## src/rtl/bcd_pkg.sv

```systemverilog
// Shared constants for the BCD range counter: digit geometry and prescaler sizing.
package bcd_pkg;

    localparam int unsigned DIGIT_W = 4;
    localparam logic [DIGIT_W-1:0] DIGIT_MAX = 4'd9;

    // Prescaler width holding 0..div-1; a divide-by-one still needs one bit.
    function automatic int unsigned presc_width(input int unsigned div);
        return (div <= 32'd1) ? 32'd1 : 32'($clog2(div));
    endfunction

endpackage

```

## src/rtl/bcd_digit.sv

```systemverilog
// Single BCD digit up/down cell; chained through cin/cout_c to form a multi-digit counter.
module bcd_digit
    import bcd_pkg::*;
(
    input  logic [DIGIT_W-1:0] digit,
    input  logic               step,
    input  logic               up,
    input  logic               cin,
    output logic [DIGIT_W-1:0] next_c,
    output logic               cout_c
);

    // A digit only moves when the step reaches it through the carry/borrow chain.
    always_comb begin
        next_c = digit;
        cout_c = 1'b0;
        if (step && cin) begin
            if (up) begin
                if (digit >= DIGIT_MAX) begin
                    next_c = '0;
                    cout_c = 1'b1;
                end else begin
                    next_c = digit + DIGIT_W'(1);
                end
            end else begin
                if (digit == '0) begin
                    next_c = DIGIT_MAX;
                    cout_c = 1'b1;
                end else begin
                    next_c = digit - DIGIT_W'(1);
                end
            end
        end
    end

endmodule

```

## src/rtl/bcd_range_counter.sv

```systemverilog
// Prescaled BCD up/down counter bounded to [lo_bound, hi_bound] with wrap or saturate,
// synchronous load and error reporting for illegal loads or bounds.
module bcd_range_counter
    import bcd_pkg::*;
#(
    parameter int unsigned         DIGITS    = 2,
    parameter int unsigned         TICK_DIV  = 25_000_000,
    parameter logic [4*DIGITS-1:0] RESET_VAL = (4*DIGITS)'(8'h05)
) (
    input  logic                CLK,
    input  logic                RSTn,
    input  logic                en,
    input  logic                up,
    input  logic                sat,
    input  logic                load,
    input  logic [4*DIGITS-1:0] load_val,
    input  logic [4*DIGITS-1:0] lo_bound,
    input  logic [4*DIGITS-1:0] hi_bound,
    output logic [4*DIGITS-1:0] Result,
    output logic                tick_o,
    output logic                wrap_o,
    output logic                err_o
);

    localparam int unsigned W  = DIGITS * DIGIT_W;
    localparam int unsigned PW = presc_width(TICK_DIV);
    localparam logic [PW-1:0] TERM = PW'(TICK_DIV - 1);

    if (DIGITS < 1 || DIGITS > 8) begin : g_bad_digits
        $error("bcd_range_counter: DIGITS must be 1..8");
    end
    if (TICK_DIV < 1 || TICK_DIV > 32'd67108864) begin : g_bad_div
        $error("bcd_range_counter: TICK_DIV must be 1..2^26");
    end

    function automatic logic all_bcd(input logic [W-1:0] v);
        logic ok;
        ok = 1'b1;
        for (int unsigned i = 0; i < DIGITS; i++) begin
            if (v[i*DIGIT_W +: DIGIT_W] > DIGIT_MAX) ok = 1'b0;
        end
        return ok;
    endfunction

    logic [PW-1:0] presc_q;
    logic [PW-1:0] presc_d;
    logic          tick_c;
    logic          step_c;
    logic          load_ok_c;
    logic          bounds_ok_c;
    logic          in_range_c;
    logic [W-1:0]  stepped_c;
    logic [W-1:0]  count_d;
    logic          wrap_d;
    logic          err_d;
    logic [DIGITS:0] carry;
    logic          unused_carry;

    // Free-running prescaler; its terminal count is the clock enable for the counter.
    always_comb begin
        tick_c  = (presc_q == TERM);
        presc_d = tick_c ? '0 : presc_q + PW'(1);
    end

    // Load has priority, so a coincident tick never steps the digits.
    assign step_c = tick_c & en & ~load;

    assign carry[0]     = 1'b1;
    assign unused_carry = carry[DIGITS];

    for (genvar g = 0; g < DIGITS; g++) begin : g_digit
        bcd_digit u_digit (
            .digit  (Result[g*DIGIT_W +: DIGIT_W]),
            .step   (step_c),
            .up     (up),
            .cin    (carry[g]),
            .next_c (stepped_c[g*DIGIT_W +: DIGIT_W]),
            .cout_c (carry[g+1])
        );
    end

    // With every digit legal, BCD ordering matches plain unsigned ordering.
    always_comb begin
        load_ok_c   = all_bcd(load_val);
        bounds_ok_c = all_bcd(lo_bound) && all_bcd(hi_bound) && (lo_bound <= hi_bound);
        in_range_c  = (Result >= lo_bound) && (Result <= hi_bound);
    end

    // Next count and event pulses: load, then bad bounds, out-of-range recovery, bound hit, plain step.
    always_comb begin
        count_d = Result;
        wrap_d  = 1'b0;
        err_d   = 1'b0;
        if (load) begin
            if (load_ok_c) begin
                count_d = load_val;
            end else begin
                err_d = 1'b1;
            end
        end else if (tick_c && en) begin
            if (!bounds_ok_c) begin
                err_d = 1'b1;
            end else if (!in_range_c) begin
                count_d = up ? lo_bound : hi_bound;
            end else if (up && (Result == hi_bound)) begin
                wrap_d = 1'b1;
                if (!sat) count_d = lo_bound;
            end else if (!up && (Result == lo_bound)) begin
                wrap_d = 1'b1;
                if (!sat) count_d = hi_bound;
            end else begin
                count_d = stepped_c;
            end
        end
    end

    always_ff @(posedge CLK or negedge RSTn) begin
        if (!RSTn) begin
            presc_q <= '0;
            Result  <= RESET_VAL;
            tick_o  <= 1'b0;
            wrap_o  <= 1'b0;
            err_o   <= 1'b0;
        end else begin
            presc_q <= presc_d;
            Result  <= count_d;
            tick_o  <= tick_c;
            wrap_o  <= wrap_d;
            err_o   <= err_d;
        end
    end

endmodule
```

## config.mk

```make
export PLATFORM = sky130hd
export DESIGN_NAME = bcd_range_counter
export DESIGN_NICKNAME = d
export VERILOG_FILES = /design/src/rtl/bcd_pkg.sv /design/src/rtl/bcd_digit.sv /design/src/rtl/bcd_range_counter.sv
export SDC_FILE = /design/constraint.sdc
export NUM_CORES = 1
export LEC_CHECK = 0
export CORE_MARGIN = 5
export CORE_UTILIZATION = 56
export DETAILED_ROUTE_END_ITERATION = 10
export PLACE_DENSITY = 0.81
export SLEW_MARGIN = 5
export SYNTH_ARGS = -nofsm -noshare
export SYNTH_HDL_FRONTEND = slang
export SYNTH_SLANG_ARGS = --single-unit
```

## constraint.sdc

```tcl
create_clock -name CLK -period 3 [get_ports CLK]
set_input_delay 0.6 -clock CLK [delete_from_list [all_inputs] [get_ports CLK]]
set_output_delay 0.6 -clock CLK [all_outputs]
set_load 0.02 [all_outputs]
```

==> qor.csv <==
metric,value,unit
end_kind,flip-flop,
numClockSinks,36,
sw_frac_of_total,0.402,
drc_errors,0,
arrival,3150,ps
root_buffer,clkbuf_8,
grt_max_degree,37,
ys_dominant_reg_cell,dfrtp_1,
die_h,83.1,um
finalSetupViolations,0,
ios,41,
cp_slowest_cell,clkdlybuf4s50_1,
place.gp.congestion,0.934,
hold_path_class,reg -> reg,
syn_avg_cell_area,8.36,um^2
fmax,0.339,GHz
h-tree-depth,2,
start_util,0.582,
antenna_found_initial,0,
power_frac_seq,0.266,
ctsHoldBuffers,0,
rows,26,
p_per_area,571,nW/um^2
worstPathMaxFanout,4,
routed_wl,8880,um
clk_latency,290,ps
drt_iter0_drc,230,
final_layout_size_suffix_gt1_frac,0.164,
final_cell_area,3970,um^2
clkPwrFrac,0.185,
r2r-start,Result[0]$_DFFE_PN1P_,
syn_area,2990,um^2
ys_warn_count,0,
async_reset_ff_frac,1.00,
die_area,6910,um^2
hp-start,presc_q[14]$_DFF_PN0_,
vdd_drop_max,0.000510,V
numCtsBuffers,5,
grt_overflow_total,0,
holdPathEnd,presc_q[14]$_DFF_PN0_,
antenna_left,0,
synth_top_area_cell,dfrtp_1,
post-route-min-period,2950,ps
path_delay_family,simple AND/OR/NAND/NOR gates,
synth_seq_area_share,0.302,
ff2ff_path_depth,10,
finalCritPeriodShare,0.983,
coreArea,5140,um^2
synth_edf_count,0,
syn_to_final_growth,32.8,%
syn_nets,419,
grt_pass1_wl,14600,um
whs_path_depth,1,
synth.area.top_cells,"dfrtp_1 (28%), ha_1 (13%), o21ai_0 (5.7%), a21oi_1 (4.0%), nand2_1 (3.8%)",
crit_type,in -> reg,
clk_path_buf_depth,2,
portBuffers,40,
outcome,completed,
dp_cells,512,
post_drt_via_cell_ratio,6.13,
ys_ff_latch,36,
p_leak,1.90,nW
tritoncts,done,
cp_cell_sequence,clkdlybuf4s50_1 -> inv_1 -> ha_1 -> nand4_1 -> or2_1 -> o21ai_4 -> nand2_4 -> or4_1 -> a311o_1 -> a31oi_1,
slowest_delay,500,ps
firstDrtPassIters,5,
final_cells,521,
dpl_worst_slack,-237,ps
fin_worst_skew,11.4,ps
worst_pin_slew,532,ps
grt_usage,0.255,
final_common_cell,buf_4,
die_w,83.1,um
placed_area,3840,um^2
rr_endpoint,Result[3]$_DFFE_PN0P_,
startpoint_type,input port,
wl_per_cell,17.0,um
fin_nets,511,
combinationalPowerShare,0.549,
finalHoldViolations,0,
max_slew_margin,0.644,
synth_cell_types,59,
final_cell_mix,"buf_4 (55), clkdlybuf4s50_1 (39), dfrtp_1 (34)",
drv_slew,0,
place_hpwl,7000,um
cap_violations,0,
num_antenna_cells,0,
r2r_slack,220,ps
p_sw,0.000912,W
clk_pin_slew,80,ps
grt_pass1_vias,3116,
fin_ws,51.8,ps
cp_num_buf_inv,2,
cp.required,3200,ps
p_int,0.00136,W
synth_top_cell_area_share,0.284,
syn_inst,358,
num_vias,3194,
per-layer routing:
layer / track usage / vias to the layer above / routed length, um / part of all wire
met2: 0.397 / 165 / 3980 / 0.45
met3: 0.0337 / 30 / 734 / 0.083
met5: 0 / - / 0 / 0
li1: - / 1506 / - / -
met1: 0.367 / 1493 / 3920 / 0.44
met4: 0.0802 / 0 / 246 / 0.028
metrics by stage:
| step | power [W] | util | TNS [ps] | hold slack [ps] |
|---|---|---|---|---|
| after global placement | 0.00178 | 0.748 | -1000 | 458 |
| after global routing | 0.00242 | 0.773 | -4.82 | 512 |
| after CTS | 0.00223 | 0.769 | 0 | 484 |
| after detailed placement | 0.00180 | 0.748 | -1450 | 473 |
| final | 0.00227 | 0.773 | 0 | 479 |
| after floorplan | 0.00133 | - | 0 | 304 |
state kept, by name, indices dropped and copies added (netlist names):
name     cells
Result       8
err_o        1
tick_o       1
wrap_o       1
presc_q     25
final cells by class:
cell class / count / area, um^2
well taps: 70 / 87.6
multi-input cells: 285 / 1960
fillers: 392 / 1170
clock inverters: 2 / 35.0
inverters: 27 / 101
clock buffers: 6 / 72.6
flip-flops and latches: 36 / 903
repair buffers: 95 / 816
synthesized netlist by cell type (4+ instances only):
cell / n
o21ai_0: 34
nand3_1: 17
a31oi_1: 7
clkbuf_1: 7
dfrtp_1: 34
nor2_1: 24
a21o_1: 4
ha_1: 31
nand2_1: 30
o31ai_1: 4
o211ai_1: 5
xor2_1: 10
or3_1: 4
a221oi_1: 5
and3_1: 13
xnor2_1: 8
nand4_1: 8
mux2i_1: 5
a21oi_1: 24
inv_1: 27
nor2b_1: 5
how the worst max path moves through the flow:
stage                     startpoint  cells after the start  slack (ps)                     to
2_1_floorplan  Result[0]$_DFFE_PN1P_                     10         320  Result[3]$_DFFE_PN0P_
3_3_place_gp             lo_bound[1]                     11        -170  Result[3]$_DFFE_PN0P_
3_5_place_dp             lo_bound[2]                     11        -240  Result[6]$_DFFE_PN0P_
4_1_cts                  lo_bound[2]                     11          70  Result[6]$_DFFE_PN0P_
5_1_grt                  hi_bound[1]                     11          -5  Result[3]$_DFFE_PN0P_
6_report                 hi_bound[2]                     10          50  Result[3]$_DFFE_PN0P_
timing repair:
action / CTS / global route
endpoints found under the hold margin: 0 / 0
buffers inserted: 0 / 1
gates resized for setup: 0 / 9
endpoints found under the setup margin: 0 / 7
logic make-up after synthesis:
family                     after synthesis  share of synthesized area
AOI/OAI and AO/OA                      108                      0.235
xor gates and xnor gates                18                     0.0527
adders and majority gates               31                      0.130
buffers and inverters                   37                     0.0485
DFF                                     36                      0.302
muxes                                    5                     0.0167
and+or+nand+nor                        123                      0.216
worst reg2reg max path: stages, from the launching register on:
cell     delay (ps)
dfstp_2         600
inv_1           120
ha_1            310
nor2b_1          50
o21ai_1         130
a21o_1          160
a221o_2         230
nand2_4          70
or4_1           500
a311o_1         360
a31oi_1         160
power by group through the flow:
stage / registers, W / logic (W) / clock network (W)
6_report: 0.000605 / 0.00125 / 0.000420
3_3_place_gp: 0.000610 / 0.00117 / 0
4_1_cts: 0.000604 / 0.00120 / 0.000425
2_1_floorplan: 0.000655 / 0.000673 / 0
5_1_grt: 0.000610 / 0.00136 / 0.000447
3_5_place_dp: 0.000612 / 0.00119 / 0
(Power assumes the default switching activity.)
